==> src/rtl/cork_tray_loader_pkg.sv <==
// rtl/cork_tray_loader_pkg.sv - shared cork tray constants, level type and loader state encoding
package cork_tray_loader_pkg;

  localparam int W = 7;

  typedef logic [W-1:0] cork_level_t;

  localparam cork_level_t CAP      = cork_level_t'(99);
  localparam cork_level_t MIN_LVL  = cork_level_t'(5);
  localparam cork_level_t AUTO_AMT = cork_level_t'(20);

  localparam int DEB_CYCLES = 4;
  localparam int ACK_TO     = 15;

  localparam int TMR_W = $clog2(ACK_TO + 1);
  typedef logic [TMR_W-1:0] ack_tmr_t;
  localparam ack_tmr_t ACK_LAST = ack_tmr_t'(ACK_TO - 1);

  typedef enum logic [1:0] {
    ST_IDLE = 2'd0,
    ST_CALC = 2'd1,
    ST_REQ  = 2'd2
  } loader_state_t;

endpackage

==> src/rtl/cork_tray_loader_if.sv <==
// rtl/cork_tray_loader_if.sv - tray register load handshake (req/ack with data) plus current level
interface cork_tray_loader_if
  import cork_tray_loader_pkg::*;
();

  logic        load_req;
  cork_level_t load_data;
  logic        load_ack;
  cork_level_t tray_level;

  modport master (
    output load_req,
    output load_data,
    input  load_ack,
    input  tray_level
  );

  modport slave (
    input  load_req,
    input  load_data,
    output load_ack,
    output tray_level
  );

endinterface

==> src/rtl/cork_tray_loader_btn_debounce.sv <==
// rtl/cork_tray_loader_btn_debounce.sv - button sampler, stable-run counter and rising-edge pulse
module cork_btn_debounce #(
  parameter int DEB = 4
) (
  input  logic clk,
  input  logic clr,
  input  logic btn_i,
  output logic pulse_o
);

  localparam int CW = $clog2(DEB + 1);
  localparam logic [CW-1:0] CNT_LAST = CW'(DEB - 1);

  logic          sample_q;
  logic          level_q, level_d;
  logic [CW-1:0] cnt_q, cnt_d;
  logic          pulse_q, pulse_d;

  // count consecutive samples that disagree with the filtered level; flip after DEB of them
  always_comb begin
    level_d = level_q;
    cnt_d   = '0;
    if (sample_q != level_q) begin
      if (cnt_q == CNT_LAST) begin
        level_d = sample_q;
      end else begin
        cnt_d = cnt_q + 1'b1;
      end
    end
    pulse_d = level_d & ~level_q;
  end

  // raw sample, filter state and one-cycle press pulse
  always_ff @(posedge clk or posedge clr) begin
    if (clr) begin
      sample_q <= 1'b0;
      level_q  <= 1'b0;
      cnt_q    <= '0;
      pulse_q  <= 1'b0;
    end else begin
      sample_q <= btn_i;
      level_q  <= level_d;
      cnt_q    <= cnt_d;
      pulse_q  <= pulse_d;
    end
  end

  assign pulse_o = pulse_q;

endmodule

==> src/rtl/cork_tray_loader.sv <==
// rtl/cork_tray_loader.sv - tray refill loader; optional auto refill under CORK_AUTO_REFILL_EN
module cork_tray_loader
  import cork_tray_loader_pkg::*;
(
  input  logic                clk,
  input  logic                clr,
  input  logic                enable,
  input  logic                btn_add,
  input  logic                btn_load,
  cork_tray_loader_if.master  ld,
  output cork_level_t         pending,
  output logic                busy,
  output logic                low_tray,
  output logic                ovf_err,
  output logic                to_err
);

  logic add_pulse, load_pulse;

  cork_btn_debounce #(.DEB(DEB_CYCLES)) u_deb_add (
    .clk     (clk),
    .clr     (clr),
    .btn_i   (btn_add),
    .pulse_o (add_pulse)
  );

  cork_btn_debounce #(.DEB(DEB_CYCLES)) u_deb_load (
    .clk     (clk),
    .clr     (clr),
    .btn_i   (btn_load),
    .pulse_o (load_pulse)
  );

  loader_state_t state_q, state_d;
  cork_level_t   pending_q, pending_d;
  cork_level_t   xfer_q, xfer_d;
  cork_level_t   data_q, data_d;
  logic          req_q, req_d;
  ack_tmr_t      tmr_q, tmr_d;
  logic          auto_q, auto_d;
  logic          low_q, low_d;
  logic          ovf_q, ovf_d;
  logic          to_q, to_d;

  cork_level_t   amt;
  cork_level_t   base;
  logic [W:0]    sum;

  // next-state, clamp arithmetic and pending bookkeeping
  always_comb begin
    state_d = state_q;
    xfer_d  = xfer_q;
    data_d  = data_q;
    req_d   = req_q;
    tmr_d   = tmr_q;
    auto_d  = auto_q;
    ovf_d   = 1'b0;
    to_d    = 1'b0;
    amt     = '0;
    sum     = '0;
    base    = pending_q;
    low_d   = (ld.tray_level < MIN_LVL);

    case (state_q)
      ST_IDLE: begin
        if (load_pulse && enable && (pending_q != '0)) begin
          state_d = ST_CALC;
          auto_d  = 1'b0;
        end
`ifdef CORK_AUTO_REFILL_EN
        else if (enable && low_q) begin
          state_d = ST_CALC;
          auto_d  = 1'b1;
        end
`endif
      end
      ST_CALC: begin
        amt = auto_q ? AUTO_AMT : pending_q;
        sum = {1'b0, ld.tray_level} + {1'b0, amt};
        if (sum > {1'b0, CAP}) begin
          data_d = CAP;
          xfer_d = (ld.tray_level >= CAP) ? '0 : (CAP - ld.tray_level);
          ovf_d  = 1'b1;
        end else begin
          data_d = sum[W-1:0];
          xfer_d = amt;
        end
        // auto refills never draw on the operator's pending count
        if (auto_q) begin
          xfer_d = '0;
        end
        req_d   = 1'b1;
        tmr_d   = '0;
        state_d = ST_REQ;
      end
      ST_REQ: begin
        if (ld.load_ack) begin
          base    = pending_q - xfer_q;
          req_d   = 1'b0;
          state_d = ST_IDLE;
        end else if (tmr_q == ACK_LAST) begin
          to_d    = 1'b1;
          req_d   = 1'b0;
          state_d = ST_IDLE;
        end else begin
          tmr_d = tmr_q + 1'b1;
        end
      end
      default: begin
        req_d   = 1'b0;
        state_d = ST_IDLE;
      end
    endcase

    pending_d = (add_pulse && (base < CAP)) ? (base + 1'b1) : base;
  end

  // state and registered outputs
  always_ff @(posedge clk or posedge clr) begin
    if (clr) begin
      state_q   <= ST_IDLE;
      pending_q <= '0;
      xfer_q    <= '0;
      data_q    <= '0;
      req_q     <= 1'b0;
      tmr_q     <= '0;
      auto_q    <= 1'b0;
      low_q     <= 1'b0;
      ovf_q     <= 1'b0;
      to_q      <= 1'b0;
    end else begin
      state_q   <= state_d;
      pending_q <= pending_d;
      xfer_q    <= xfer_d;
      data_q    <= data_d;
      req_q     <= req_d;
      tmr_q     <= tmr_d;
      auto_q    <= auto_d;
      low_q     <= low_d;
      ovf_q     <= ovf_d;
      to_q      <= to_d;
    end
  end

  assign ld.load_req  = req_q;
  assign ld.load_data = data_q;
  assign pending      = pending_q;
  assign busy         = (state_q != ST_IDLE);
  assign low_tray     = low_q;
  assign ovf_err      = ovf_q;
  assign to_err       = to_q;

endmodule

==> src/flat_wrapper.sv <==
// flat-port wrapper written by rule: the top's interface ports become plain ports
module cork_tray_loader_flat import cork_tray_loader_pkg::*;
  (clk, clr, enable, btn_add, btn_load, pending, busy, low_tray, ovf_err, to_err, ld_load_req, ld_load_data, ld_load_ack, ld_tray_level);
  cork_tray_loader_if ld_i ();
  input  logic clk;
  input  logic clr;
  input  logic enable;
  input  logic btn_add;
  input  logic btn_load;
  output cork_level_t pending;
  output logic busy;
  output logic low_tray;
  output logic ovf_err;
  output logic to_err;
  output wire logic [$bits(ld_i.load_req)-1:0] ld_load_req;
  output wire logic [$bits(ld_i.load_data)-1:0] ld_load_data;
  input wire logic [$bits(ld_i.load_ack)-1:0] ld_load_ack;
  input wire logic [$bits(ld_i.tray_level)-1:0] ld_tray_level;
  assign ld_load_req = ld_i.load_req;
  assign ld_load_data = ld_i.load_data;
  assign ld_i.load_ack = ld_load_ack;
  assign ld_i.tray_level = ld_tray_level;
  cork_tray_loader u_core (.clk(clk), .clr(clr), .enable(enable), .btn_add(btn_add), .btn_load(btn_load), .ld(ld_i), .pending(pending), .busy(busy), .low_tray(low_tray), .ovf_err(ovf_err), .to_err(to_err));
endmodule
==> config.mk <==
export PLATFORM = sky130hd
export DESIGN_NAME = cork_tray_loader_flat
export DESIGN_NICKNAME = d
export VERILOG_FILES = /design/src/rtl/cork_tray_loader_pkg.sv /design/src/rtl/cork_tray_loader_if.sv /design/src/rtl/cork_tray_loader_btn_debounce.sv /design/src/rtl/cork_tray_loader.sv /design/src/flat_wrapper.sv
export SDC_FILE = /design/constraint.sdc
export NUM_CORES = 1
export LEC_CHECK = 0
export CORE_UTILIZATION = 45
export DETAILED_ROUTE_END_ITERATION = 10
export HOLD_SLACK_MARGIN = 0.06
export PLACE_DENSITY = 0.66
export SLEW_MARGIN = 20
export SYNTH_ARGS = -nofsm -noshare
export SYNTH_HDL_FRONTEND = slang
export SYNTH_SLANG_ARGS = --single-unit
==> constraint.sdc <==
create_clock -name clk -period 7.6 [get_ports clk]
set_input_delay 1.9 -clock clk [delete_from_list [all_inputs] [get_ports clk]]
set_output_delay 1.9 -clock clk [all_outputs]
set_load 0.05 [all_outputs]
# After elaboration in Yosys (flattened, before gate mapping)
# Cells that the tools add are included.
# word_totals
out_inout_bits,19
word_cells,83
inputBits,13
reg_bits,43
# classes
muxes,29
n_addsub,7
bitwise,5
n_lt_le_gt_ge,4
n_reduce_logical,10
n_eq_ne,11
# ops
operator,count
7-bit two-way mux,6
3-bit two-way mux,4
1-bit two-way mux,11
7-bit by 7-bit adder with 8-bit output,1
8-bit by 7-bit > comparator with 1-bit output (second input constant),1
4-bit two-way mux,2
4-bit one-hot mux with 2 select lines,1
7-bit by 1-bit adder with 7-bit output (second input constant),1
7-bit greater-or-equal comparator (second input constant),1
7-bit by 3-bit < comparator with 1-bit output (second input constant),1
7-bit < comparator (second input constant),1
7-bit nonzero test,1
7-bit subtractor,1
7-bit subtractor (first input constant),1
3-bit by 1-bit adder with 3-bit output (second input constant),2
3-bit by 2-bit equality test with 1-bit output (second input constant),2
2-bit two-way mux,3
2-bit one-hot mux with 3 select lines,1
4-bit by 1-bit adder with 4-bit output (second input constant),1
4-bit equality test (second input constant),1
2-bit inequality test (second input constant),2
2-bit AND reduction,2
2-bit nonzero test,2
1-bit logical AND,3
other kinds (10),14

# Logic depth before layout (Yosys ltp)
# Gate-level depths: netlist of the first run.
# depth
word_depth,6
mapped_depth,10
depth_no_buf,9

# Hierarchy
# Synthesis of the first run repeated with hierarchy kept, for this count alone.
# hier_totals
cells_unflattened,278
area_unflattened_um2,2696.3
# by_module_without_submodules
module,cells_each,instances,area_per_inst_um2,seq_area_each_um2
cork_tray_loader,248,1,2225.9,775.7
cork_btn_debounce,15,2,235.2,150.1

# Worst setup path before layout of the first run
# Ideal clock, no wire load.
# synth_path
path_type,input -> register
from,input ld_tray_level[0]
to,register u_core.xfer_q[0]
setup_ns,0.123
required_time_ns,7.477
path_slack_ns,3.655
arrival_ns,3.822
path_stages,10
n_path_buf,1
path_cell_list,ha_1 -> inv_1 -> fa_1 -> nor2b_1 -> o31ai_1 -> a211oi_1 -> a211oi_2 -> or2_1 -> buf_2 -> o221a_1
# synth_via
elab_chain_len,3
word_cells_on_any_way,6
classes_between,add/sub (2); order compare (2); mux (2)
# synth_rtl
element,line,source
from (decl),flat_wrapper.sv:18,input wire logic [$bits(ld_i.tray_level)-1:0] ld_tray_level;
7-bit by 7-bit adder with 8-bit output (tied with other cells),cork_tray_loader.sv:79,"sum = {1'b0, ld.tray_level} + {1'b0, amt};"
8-bit by 7-bit > comparator with 1-bit output / 7-bit two-way mux (equally long branches),"cork_tray_loader.sv:80, cork_tray_loader.sv:82",
7-bit two-way mux *,cork_tray_loader.sv:80,"if (sum > {1'b0, CAP}) begin"
to (signal assigned),cork_tray_loader.sv:134,xfer_q <= xfer_d;
to (decl),cork_tray_loader.sv:36,"cork_level_t xfer_q, xfer_d;"
# Every way passes the cells marked *; elsewhere a longest branch is shown, timed or not.
# A chain may end at the register's enable or synchronous reset.

# Worst setup path in the final report of the first run
# layout_path
from,input ld_tray_level[0]
to,register u_core.xfer_q[1]
# Same word-level chain as after synthesis.

==> results.py, run 1 <==
metrics = {
    "run_status": {
        "status": "complete, no violations",
    },
    "cells_and_area": {
        "syn_to_final_growth_pct": 16.4,
        "nets": 367,
        "n_fill_cell": 534,
        "layout-drive-gt1-share": 0.0629,
        "diodes": 0,
        "final_area_mm2": 0.00330,
    },
    "timing": {
        "period_needed_ps": 4440,
        "fmax_mhz": 225,
        "tightest_slew_ps": 751,
        "finalMaxSlewViolations": 0,
        "finalCritPeriodShare": 0.584,
        "fin_skew_ps": 8.43,
        "timing_hold_violations_final": 0,
        "maxSlewHeadroom": 0.492,
        "tns_ps": 0,
        "finalSetupViolCount": 0,
        "rsz0062_at_grt": "no",
    },
    "yosys": {
        "synth_commonest_cells": "dfrtp_1 (43), nor2_1 (29), nand2_1 (21), ha_1 (19), inv_1 (17)",
        "synthDominantCellAreaShare": 0.379,
        "synth.ff_latch_count": 43,
        "synth-main-ff-cell": "dfrtp_1",
        "ys_async_sr_fraction": 1.00,
        "avgSynthCellArea_um2": 9.33,
        "seq_area_frac_synth": 0.379,
        "synthCells": 304,
        "yosys-top-cells-area": "dfrtp_1 (38%), ha_1 (8.4%), nor2_1 (3.8%), nand2_1 (2.8%), o21ai_0 (2.6%)",
        "syn_area_mm2": 0.00284,
        "yosysWarnings": 0,
        "synth_edf_count": 0,
        "synth.most_common_cell": "dfrtp_1",
        "yosysTopAreaCell": "dfrtp_1",
        "synth_nets": 338,
        "yosysUniqueCellTypes": 60,
    },
    "cts": {
        "cts-root-buf": "clkbuf_8",
        "numCtsBuffers": 5,
        "postCtsHoldBufs": 0,
        "cts.sinks": 43,
        "clk_pin_slew_worst_paths_ps": 70,
        "clk_path_buf_depth": 2,
        "h-tree-depth": 2,
        "postCtsResizedCells": 0,
        "cts_tree": "done",
        "clk_latency_ps": 290,
        "cts_setup_buffers": 0,
    },
    "floorplan": {
        "rows": 28,
        "core-area_mm2": 0.00599,
        "start_util": 0.474,
        "pin_count": 32,
        "dieArea_mm2": 0.00663,
        "fp.dieH_um": 81.4,
        "fp.dieW_um": 81.4,
    },
    "drt": {
        "via_per_inst": 5.72,
        "wl_mm": 6.17,
        "wl_per_cell_um": 15.1,
        "vias": 2340,
        "drt_iter0_markers": 152,
        "route.detailed.drc": 0,
        "firstDrtPassIters": 4,
        "ant_nets": 0,
    },
    "critical_path": {
        "r2r-start": "u_core.pending[1]",
        "startpoint_type": "input port",
        "rrSetupSlack_ps": 4410,
        "crit_arrival_ps": 4610,
        "critical_path_class": "input port to flop",
        "crit_fanout": 8,
        "crit_path_end_kind": "flop",
        "rr_worst_depth": 8,
        "max_stage_delay_ps": 530,
        "rr_endpoint": "u_core.pending[1]",
        "cp_slowest_cell": "clkdlybuf4s50_1",
        "path_cells": "clkdlybuf4s50_1 -> ha_1 -> inv_1 -> fa_1 -> nor2b_1 -> o31ai_1 -> a211oi_1 -> a211oi_2 -> or2_1 -> o221a_1",
        "required_ps": 7780,
    },
    "pwr": {
        "p_leak_uw": 0.00144,
        "p_switching_uw": 577,
        "combPwrFrac": 0.567,
        "p_int_uw": 658,
        "vdd_drop_max_v": 0.000234,
        "p_clk_frac": 0.128,
        "power_density_mw_per_mm2": 374,
        "power_frac_seq": 0.305,
        "p_sw_frac": 0.467,
    },
    "min_path": {
        "holdPathStages": 1,
        "hold_start": "u_core.u_deb_add.cnt_q[0]",
        "min_path_type": "flop to flop",
        "min_to": "u_core.u_deb_add.cnt_q[0]",
    },
    "placement": {
        "dp_hpwl_mm": 4.57,
        "gp_congestion": 0.841,
        "place_area_mm2": 0.00320,
        "port_buffers": 31,
    },
    "global_route": {
        "grt_use_total": 0.207,
        "antenna_found_initial": 0,
        "grt_first_pass_wirelength_mm": 10.5,
        "grt_pass1_vias": 2156,
        "overflow": 0,
        "grt_max_degree": 44,
    },
    "job": {
        "maxCapViolations": 0,
    },
}
[power groups by stage]
| stage | Sequential (µW) | Combinational (µW) | Clock [µW] |
|---|---|---|---|
| floorplan | 456 | 435 | 0 |
| global placement | 381 | 684 | 0 |
| detailed placement | 381 | 692 | 0 |
| CTS | 377 | 698 | 162 |
| global route | 389 | 775 | 173 |
| finish | 377 | 700 | 158 |
[through the flow]
stage,instances,total power (µW),worst slack [ps],hold WS (ps),utilization
global route,409,1340,2920,465,0.551
global placement,401,1070,2960,435,0.534
floorplan,304,891,3650,419,-
detailed placement,401,1070,2860,435,0.534
finish,409,1240,3160,441,0.551
CTS,409,1240,3160,445,0.551
[flip-flops by register name, summed over array words and instances, names as in the netlist]
name and cells:
u_core.tmr_q 4, u_core.u_deb_add.sample_q 1, u_core.u_deb_load.pulse_o 1, u_core.low_tray 1
u_core.to_err 1, u_core.u_deb_load.level_q 1, u_core.ld.load_req 1, u_core.u_deb_add.cnt_q 3
u_core.u_deb_load.cnt_q 3, u_core.u_deb_add.level_q 1, u_core.u_deb_load.sample_q 1, u_core.pending 7
u_core.state_q 2, u_core.u_deb_add.pulse_o 1, u_core.ld.load_data 7, u_core.xfer_q 7
u_core.ovf_err 1
[cell type report]
class | instances | area [µm²] | area share
tap | 75 | 93.8 | 0.0284
multi-input combinational | 233 | 1640 | 0.498
timing repair buffer | 33 | 325 | 0.0985
sequential | 43 | 1080 | 0.326
clock buffer | 8 | 100 | 0.0303
inverter | 17 | 63.8 | 0.0193
[kinds of logic after synthesis]
kind of cell,count (synthesis),share of synthesized area
fa+ha+maj,21,0.0979
compound gates,78,0.200
xor+xnor,11,0.0339
buf+inv,28,0.0419
mux,5,0.0203
flops,43,0.379
simple gates,118,0.227
[worst max-delay path: cells and delay by family]
| family | cells | cell delay (ps) |
|---|---|---|
| AO/OA/AOI/OAI | 4 | 940 |
| adder cells (fa/ha/maj) | 2 | 620 |
| buffers and inverters | 2 | 600 |
| AND/OR/NAND/NOR | 2 | 560 |
[layer usage]
layer / vias to the layer above / part of all wire / global-route usage
li1: 1169 / - / -
met4: 0 / 0.0086 / 0.0482
met1: 1137 / 0.52 / 0.306
met2: 30 / 0.44 / 0.318
met5: - / 0 / 0
met3: 4 / 0.029 / 0.0322
[how the worst max path moves through the flow]
stage	startpoint	endpoint	cells past startpoint
2_1_floorplan	ld_tray_level[0]	u_core.xfer_q[0]	10
3_3_place_gp	ld_tray_level[0]	u_core.xfer_q[1]	10
3_5_place_dp	ld_tray_level[0]	u_core.xfer_q[0]	10
4_1_cts	ld_tray_level[0]	u_core.xfer_q[1]	10
5_1_grt	ld_tray_level[0]	u_core.xfer_q[1]	10
6_report	ld_tray_level[0]	u_core.xfer_q[1]	10
[cell usage in the layout (no fill, tap or decap), types with 3 or more instances in the layout]
cell type         n
a211oi_1          4
a21oi_1          13
a31oi_1           7
and3_1            3
and3b_1           4
clkbuf_8          7
clkdlybuf4s50_1  31
dfrtp_1          43
ha_1             19
inv_1            16
nand2_1          21
nand2b_1          7
nand3_1           9
nand4_1           4
nor2_1           29
nor2b_1           9
nor3_1            6
nor3b_1           7
nor4_1            3
o211ai_1          5
o21a_1            4
o21ai_0          15
o221a_1           5
o22ai_1           3
xnor2_1           4
xor2_1            7
Note: power is estimated with default switching activity, not from simulation.
==> run 2, diff against run 1 <==
Clock period 7.6 ns to 4.5 ns, I/O delays scaled along.
==> run 2 against run 1 <==
Flip-flop and latch count unchanged. Routed wire length increased by 2.6%. Cell area increased by 1.4%. Non-clock buffer count increased by 2. Register-to-register slack got worse by 3100 ps.
==> results.py, run 2 (same netlist as run 1, synthesis figures left out) <==
metrics = {
    "run_status": {
        "status": "complete, no violations",
    },
    "critical_path": {
        "required_ps": 4690,
        "max_stage_delay_ps": 530,
        "crit_fanout": 8,
        "crit_arrival_ps": 3950,
        "rrSetupSlack_ps": 1330,
        "rr_endpoint": "u_core.pending[1]",
        "critical_path_class": "input port to flop",
        "r2r-start": "u_core.pending[1]",
        "path_cells": "clkdlybuf4s50_1 -> ha_1 -> inv_1 -> fa_1 -> nor2b_1 -> o31ai_1 -> a211oi_1 -> a211oi_2 -> or2_1 -> o221a_1",
        "rr_worst_depth": 8,
        "path_depth": 10,
        "cp_slowest_cell": "clkdlybuf4s50_1",
        "critical_path.top_delay_family": "compound AO/OA/AOI/OAI gates",
        "critical_path_buf_inv_count": 2,
        "crit_path_end_kind": "flop",
        "startpoint_type": "input port",
    },
    "timing": {
        "finalSetupViolCount": 0,
        "fmax_mhz": 266,
        "tightest_slew_ps": 586,
        "period_needed_ps": 3760,
        "timing_hold_violations_final": 0,
        "tns_ps": 0,
        "finalCritPeriodShare": 0.836,
        "maxSlewHeadroom": 0.603,
        "hold_slack_ps": 451,
        "finalMaxSlewViolations": 0,
        "fin_skew_ps": 9.06,
        "rsz0062_at_grt": "no",
    },
    "pwr": {
        "p_clk_frac": 0.163,
        "p_leak_uw": 0.00146,
        "power_density_mw_per_mm2": 651,
        "p_sw_frac": 0.450,
        "p_int_uw": 1200,
        "power_frac_seq": 0.292,
        "vdd_drop_max_v": 0.000453,
        "combPwrFrac": 0.545,
        "p_switching_uw": 982,
    },
    "global_route": {
        "grt_first_pass_wirelength_mm": 10.5,
        "grt_use_total": 0.210,
        "overflow": 0,
        "grt_pass1_vias": 2170,
        "antenna_found_initial": 0,
        "grt_max_degree": 44,
    },
    "floorplan": {
        "fp.dieH_um": 81.4,
        "pin_count": 32,
        "core-area_mm2": 0.00599,
        "start_util": 0.474,
        "rows": 28,
        "dieArea_mm2": 0.00663,
        "fp.dieW_um": 81.4,
    },
    "min_path": {
        "holdPathStages": 1,
        "hold_start": "u_core.u_deb_load.cnt_q[0]",
        "min_path_type": "flop to flop",
        "min_to": "u_core.u_deb_load.cnt_q[0]",
    },
    "drt": {
        "via_per_inst": 5.81,
        "wl_per_cell_um": 15.4,
        "vias": 2387,
        "ant_nets": 0,
        "drt_iter0_markers": 134,
        "route.detailed.drc": 0,
        "wl_mm": 6.33,
        "firstDrtPassIters": 4,
    },
    "cts": {
        "postCtsResizedCells": 0,
        "postCtsHoldBufs": 0,
        "cts_setup_buffers": 0,
        "clk_path_buf_depth": 2,
        "h-tree-depth": 2,
        "clk_latency_ps": 300,
        "numCtsBuffers": 5,
        "clk_pin_slew_worst_paths_ps": 80,
        "cts.sinks": 43,
        "cts_tree": "done",
        "cts-root-buf": "clkbuf_8",
    },
    "placement": {
        "port_buffers": 31,
        "dp_hpwl_mm": 4.74,
        "place_area_mm2": 0.00322,
        "gp_congestion": 0.855,
    },
    "cells_and_area": {
        "layout_common_cells": "dfrtp_1 (43), clkdlybuf4s50_1 (31), nor2_1 (29)",
        "n_fill_cell": 549,
        "multi_input_area_mm2": 0.00164,
        "final_common_cell": "dfrtp_1",
        "syn_to_final_growth_pct": 18.0,
        "ff_latch_area_mm2": 0.00108,
        "diodes": 0,
        "utilization": 0.559,
        "final_area_mm2": 0.00335,
        "nets": 369,
        "layout-drive-gt1-share": 0.0685,
    },
    "job": {
        "maxCapViolations": 0,
    },
}
## run 2: cell count changes in the layout (fill, tap and decap cells not counted), sizes merged
cell | before | now
buf | 2 | 4
bufinv | 0 | 2
clkbuf | 8 | 6
## run 2: per-stage QoR
stage	std cells	setup slack, ps	power [µW]
6_report	411	737	2180
3_5_place_dp	403	481	1820
5_1_grt	411	540	2330
3_3_place_gp	403	621	1810
2_1_floorplan	304	1330	1500
4_1_cts	411	775	2180
## run 2: how the worst max path moves through the flow
stage | startpoint | endpoint | slack, ps
2_1_floorplan | ld_tray_level[0] | u_core.xfer_q[0] | 1330
4_1_cts | ld_tray_level[0] | u_core.xfer_q[0] | 770
3_5_place_dp | ld_tray_level[0] | u_core.xfer_q[0] | 480
6_report | ld_tray_level[0] | u_core.xfer_q[0] | 740
5_1_grt | ld_tray_level[0] | u_core.xfer_q[1] | 540
3_3_place_gp | ld_tray_level[0] | u_core.xfer_q[1] | 620
## run 2: power groups by stage
stage | combinational [µW] | sequential [µW] | clock [µW]
CTS | 1190 | 639 | 361
floorplan | 735 | 770 | 0
global route | 1300 | 655 | 375
finish | 1190 | 636 | 356
detailed placement | 1170 | 646 | 0
global placement | 1160 | 643 | 0
## run 2: layout make-up
cell class | instances | share of cell area
sequential | 43 | 0.321
inverter | 17 | 0.0191
multi-input combinational | 233 | 0.490
clock inverter | 2 | 0.0179
clock buffer | 6 | 0.0217
tap | 75 | 0.0280
timing repair buffer | 35 | 0.102
## run 2: worst reg2reg max path: stages, from the launching register on
cell      delay, ps
dfrtp_1         580
inv_1           190
fa_1            480
nand2b_1        250
a21oi_1         270
o211ai_4        140
or4_4           550
a31o_1          280
mux2_4          310
## run 2: routing by layer
metal  global-route usage  vias to the layer above  part of all wire
li1                     -                     1174                 -
met1                0.308                     1157              0.50
met2                0.308                       49              0.44
met3               0.0367                        7             0.044
met4               0.0732                        0             0.012
met5                    0                        -                 0
==> run 3, diff against run 2 <==
Settings changed: PLACE_DENSITY 0.66 to 0.69.
Clock period 4.5 ns to 3.1 ns, I/O delays scaled along.
==> run 3 against run 2 <==
First-iteration DRC count increased by 1.5%. Count of clock-buffer cells in the layout decreased by 1. Clock skew shrank 2.2 ps. Critical endpoint is now u_core.xfer_q[4]. Largest cell class unchanged. Largest power group unchanged.
==> results.py, run 3 (same netlist as run 1, synthesis figures left out) <==
metrics = {
    "drt": {
        "vias": 2500,
        "wl_mm": 6.70,
        "via_per_inst": 5.58,
        "route.detailed.drc": 0,
        "drt_iter0_markers": 136,
        "wl_per_cell_um": 14.9,
        "firstDrtPassIters": 4,
        "ant_nets": 0,
    },
    "timing": {
        "maxSlewHeadroom": 0.635,
        "rsz0062_at_grt": "no",
        "finalCritPeriodShare": 0.957,
        "finalMaxSlewViolations": 0,
        "fin_skew_ps": 6.84,
        "finalSetupViolCount": 0,
        "period_needed_ps": 2970,
        "tightest_slew_ps": 547,
        "fmax_mhz": 337,
        "hold_slack_ps": 451,
        "timing_hold_violations_final": 0,
    },
    "cells_and_area": {
        "syn_to_final_growth_pct": 27.3,
        "n_fill_cell": 486,
        "layout_common_cells": "buf_4 (41), dfrtp_1 (41), clkdlybuf4s50_1 (31)",
        "diodes": 0,
        "utilization": 0.603,
        "nets": 406,
        "layout-drive-gt1-share": 0.185,
    },
    "floorplan": {
        "start_util": 0.474,
        "dieArea_mm2": 0.00663,
        "pin_count": 32,
        "rows": 28,
        "fp.dieW_um": 81.4,
        "fp.dieH_um": 81.4,
        "core-area_mm2": 0.00599,
    },
    "cts": {
        "postCtsHoldBufs": 0,
        "cts-root-buf": "clkbuf_8",
        "clk_path_buf_depth": 2,
        "cts_setup_buffers": 0,
        "numCtsBuffers": 5,
        "cts.sinks": 43,
        "cts_tree": "done",
        "clk_latency_ps": 300,
        "h-tree-depth": 2,
        "clk_pin_slew_worst_paths_ps": 90,
    },
    "global_route": {
        "grt_use_total": 0.226,
        "grt_pass1_vias": 2430,
        "antenna_found_initial": 0,
        "grt_first_pass_wirelength_mm": 11.5,
        "grt_max_degree": 44,
        "overflow": 0,
    },
    "pwr": {
        "power_frac_seq": 0.263,
        "p_clk_frac": 0.110,
        "p_leak_uw": 0.00162,
        "power_density_mw_per_mm2": 925,
        "p_int_uw": 1820,
        "vdd_drop_max_v": 0.000586,
        "combPwrFrac": 0.627,
        "p_switching_uw": 1530,
        "p_sw_frac": 0.457,
    },
    "placement": {
        "gp_congestion": 0.855,
        "dp_hpwl_mm": 5.14,
        "port_buffers": 31,
    },
    "critical_path": {
        "startpoint_type": "input port",
        "required_ps": 3290,
        "crit_fanout": 6,
        "critical_path_class": "input port to flop",
        "crit_arrival_ps": 3160,
        "crit_path_end_kind": "flop",
    },
    "run_status": {
        "status": "complete, no violations",
    },
    "min_path": {
        "min_path_type": "flop to flop",
    },
    "job": {
        "maxCapViolations": 0,
    },
}
run 3: area by class of cell:
cell class                 count  area, µm²  share of cell area
clock buffer                   5       68.8              0.0191
clock inverter                 3       23.8             0.00658
inverter                      17       63.8              0.0177
multi-input combinational    233       1670               0.461
sequential                    43       1080               0.299
tap                           75       93.8              0.0260
timing repair buffer          72        618               0.171
run 3: metal layers:
layer  vias to the layer above  GRT usage  share of wire
met2                        39      0.352           0.46
met1                      1201      0.327           0.51
met5                         -          0              0
met4                         0     0.0679          0.010
met3                         8     0.0267          0.027
li1                       1252          -              -
run 3: final timing paths:
path                                         endpoint                       start  slack (ps)  depth (start not counted)
min                        u_core.u_deb_load.cnt_q[0]  u_core.u_deb_load.cnt_q[0]         450                          1
min reg2reg                u_core.u_deb_load.cnt_q[0]  u_core.u_deb_load.cnt_q[0]         450                          1
max reg2reg                         u_core.pending[1]           u_core.pending[0]         230                          9
min in group asynchronous          u_core.ld.load_req                         clr         910                          3
max                                  u_core.xfer_q[4]            ld_tray_level[1]         130                         10
max in group asynchronous           u_core.pending[0]                         clr        1790                          3
run 3: what timing repair did:
| action | in CTS | in global routing |
|---|---|---|
| pin swaps | 0 | 1 |
| hold endpoints to repair | 0 | 0 |
| resized for setup | 1 | 5 |
| setup endpoints to repair | 2 | 7 |
run 3: metrics by stage:
step	setup slack [ps]	power, µW	std cells	cell area (µm²)	setup TNS [ps]
2_1_floorplan	105	2190	304	2840	0
5_1_grt	18.2	3590	448	3610	0
3_3_place_gp	-215	2890	440	3500	-1420
3_5_place_dp	-332	2930	440	3500	-2830
4_1_cts	70.8	3320	448	3590	0
6_report	133	3340	448	3610	0
run 3: power by group through the flow:
stage | clock (µW) | combinational [µW] | sequential [µW]
final | 369 | 2090 | 880
after global routing | 401 | 2290 | 904
after CTS | 380 | 2060 | 879
after detailed placement | 0 | 2040 | 891
after global placement | 0 | 2000 | 886
after floorplan | 0 | 1070 | 1120
run 3: critical path: stages:
cell             delay (ps)
clkdlybuf4s50_1         490
ha_1                    350
a211oi_2                330
buf_4                   170
nor2_1                   50
xnor2_1                 160
a211oi_2                360
buf_4                   200
o221ai_1                130
o221a_1                 140
==> RTL edit 1, RTL diff (config.mk and constraints of run 2) <==
The package constant `W` goes from 7 to 5.
--- a/src/rtl/cork_tray_loader_pkg.sv
+++ b/src/rtl/cork_tray_loader_pkg.sv
@@ -3,3 +3,3 @@
 
-  localparam int W = 7;
+  localparam int W = 5;
 
Interface: changed (resized ld_load_data, ld_tray_level and pending); port bits go from 32 to 26. No check against the original RTL was run, so the function may have changed too.
==> RTL edit 1 against run 2 <==
  * Die area fell by 33%
  * Synthesized cell count fell by 42%
  * Global-route usage fell by 1.9 points
  * Cell area fell by 32%
  * Critical path depth did not move
  * Sequential cell count fell by 6
  * Total power fell by 38%
  * Worst setup slack improved by 0.67 ns
  * Wire length fell by 43%
  * Non-clock buffer count fell by 8
  * Area after synthesis fell by 34%
  * Critical path type unchanged
==> RTL edit 1: results (changes against run 2) <==
Met3 usage: 0.05308 (+0.01642)
DR WL met3: 130 um (-54%)
Post-Synth Adder-Cell Area: 0.1208 (+0.02297)
Largest net degree at the start of global routing: 38 (-14%)
GP Congestion: 0.8551 (about the same)
N_diodes: 0 (unchanged)
R2R depth: 9 (+1)
Main synth FF type: dfrtp_1
Synth warn: 0 (unchanged)
I/O Buffers: 25 (-19%)
Leak Pwr: 1.079 nW (-26%)
R2r setup slk: 2.07 ns (+0.74 ns)
Nets: 235 (-36%)
Hpwl dp: 2.734 mm (-42%)
Post-Place Setup Slack: 1.164 ns (+0.6829 ns)
Largest cells by area after synthesis: dfrtp_1, ha_1, inv_1
# fillers: 344 (-37%)
Worst Hold Slack: 0.4543 ns (+0.003566 ns)
Vias per cell: 5.148 (-11%)
Post-CTS Repair Setup Buffers: 0 (unchanged)
Relative slew slack: 0.4122 (-0.1913)
Syn nets: 204 (-40%)
Worst flop-to-flop path startpoint: u_core.pending[0]
Synth cell count leaders: dfrtp_1, inv_1, ha_1, nand2_1, nor2_1
Post-Synth XOR/XNOR Area: 0.02789 (-0.006062)
Number of DRC markers in iteration 0: 60 (-55%)
Status: finished clean
First-pass GRT wire length: 6.161 mm (-42%)
Routed WL: 3.632 mm (-43%)
Gr usage total: 0.1909 (-0.01864)
Layout cell share with drive strength beyond 1: 0.07246 (+0.004011)
Max FO, Critical Path: 12 (+4)
Wl on met1: 1.670 mm (-47%)
Met2 Routed Length: 1.794 mm (-36%)
Min Clock Period, post-route: 3.090 ns (-0.6732 ns)
Worst clock skew: 0.003603 ns (-0.005455 ns)
Seq/Total Area, Yosys: 0.4914 (+0.1122)
Global routing usage on met2: 0.3194 (+0.01111)
Setup crit end: u_core.xfer_q[1]
Post-cts resize count: 0 (unchanged)
Ys async rst share: 1.000 (unchanged)
PwrDens: 587.7 mW/mm^2 (-9.7%)
Vias in the first global route: 1365 (-37%)
Synth unique cells: 38 (-37%)
Arrival @ worst endpoint: 3.20 ns (-0.75 ns)
Clk_lat worst skew: 0.28 ns (-0.02 ns)
Placed instance area: 0.002192 sq mm (-32%)
Max IR drop VDD: 0.3013 mV (-34%)
Compound-cell area share of the yosys netlist: 0.06707 (-0.1327)
Worst-path clk slew: 0.07 ns
Critical Path Source: ld_tray_level[0]
Grt met1 use: 0.2361 (-0.07157)
Mux contribution to synthesized area: 0.04382 (+0.02354)
RTL edit 1: power by group:
group	internal (mW)	switching [mW]
logic	0.247	0.343
registers	0.425	0.0941
clock network	0.121	0.111
total	0.793	0.548
RTL edit 1: metrics by stage:
| step | total power [mW] | instances |
|---|---|---|
| floorplan | 0.9375 | 176 |
| global placement | 1.086 | 250 |
| detailed placement | 1.116 | 250 |
| CTS | 1.352 | 257 |
| global route | 1.444 | 257 |
| finish | 1.341 | 257 |
RTL edit 1: area by class of cell:
cell class,count,area share
Sequential cell,37,0.4057
Multi-Input combinational cell,118,0.3816
Timing Repair Buffer,27,0.1162
Clock buffer,6,0.03618
Inverter,18,0.02961
Tap cell,50,0.02741
Clock inverter,1,0.003289
RTL edit 1: critical path, stage by stage:
cell	delay, ns
clkdlybuf4s50_1	0.54
ha_1	0.20
inv_1	0.06
fa_1	0.38
a211oi_1	0.22
mux2i_1	0.12
nor3_1	0.14
buf_4	0.20
or3_1	0.13
a31oi_1	0.09
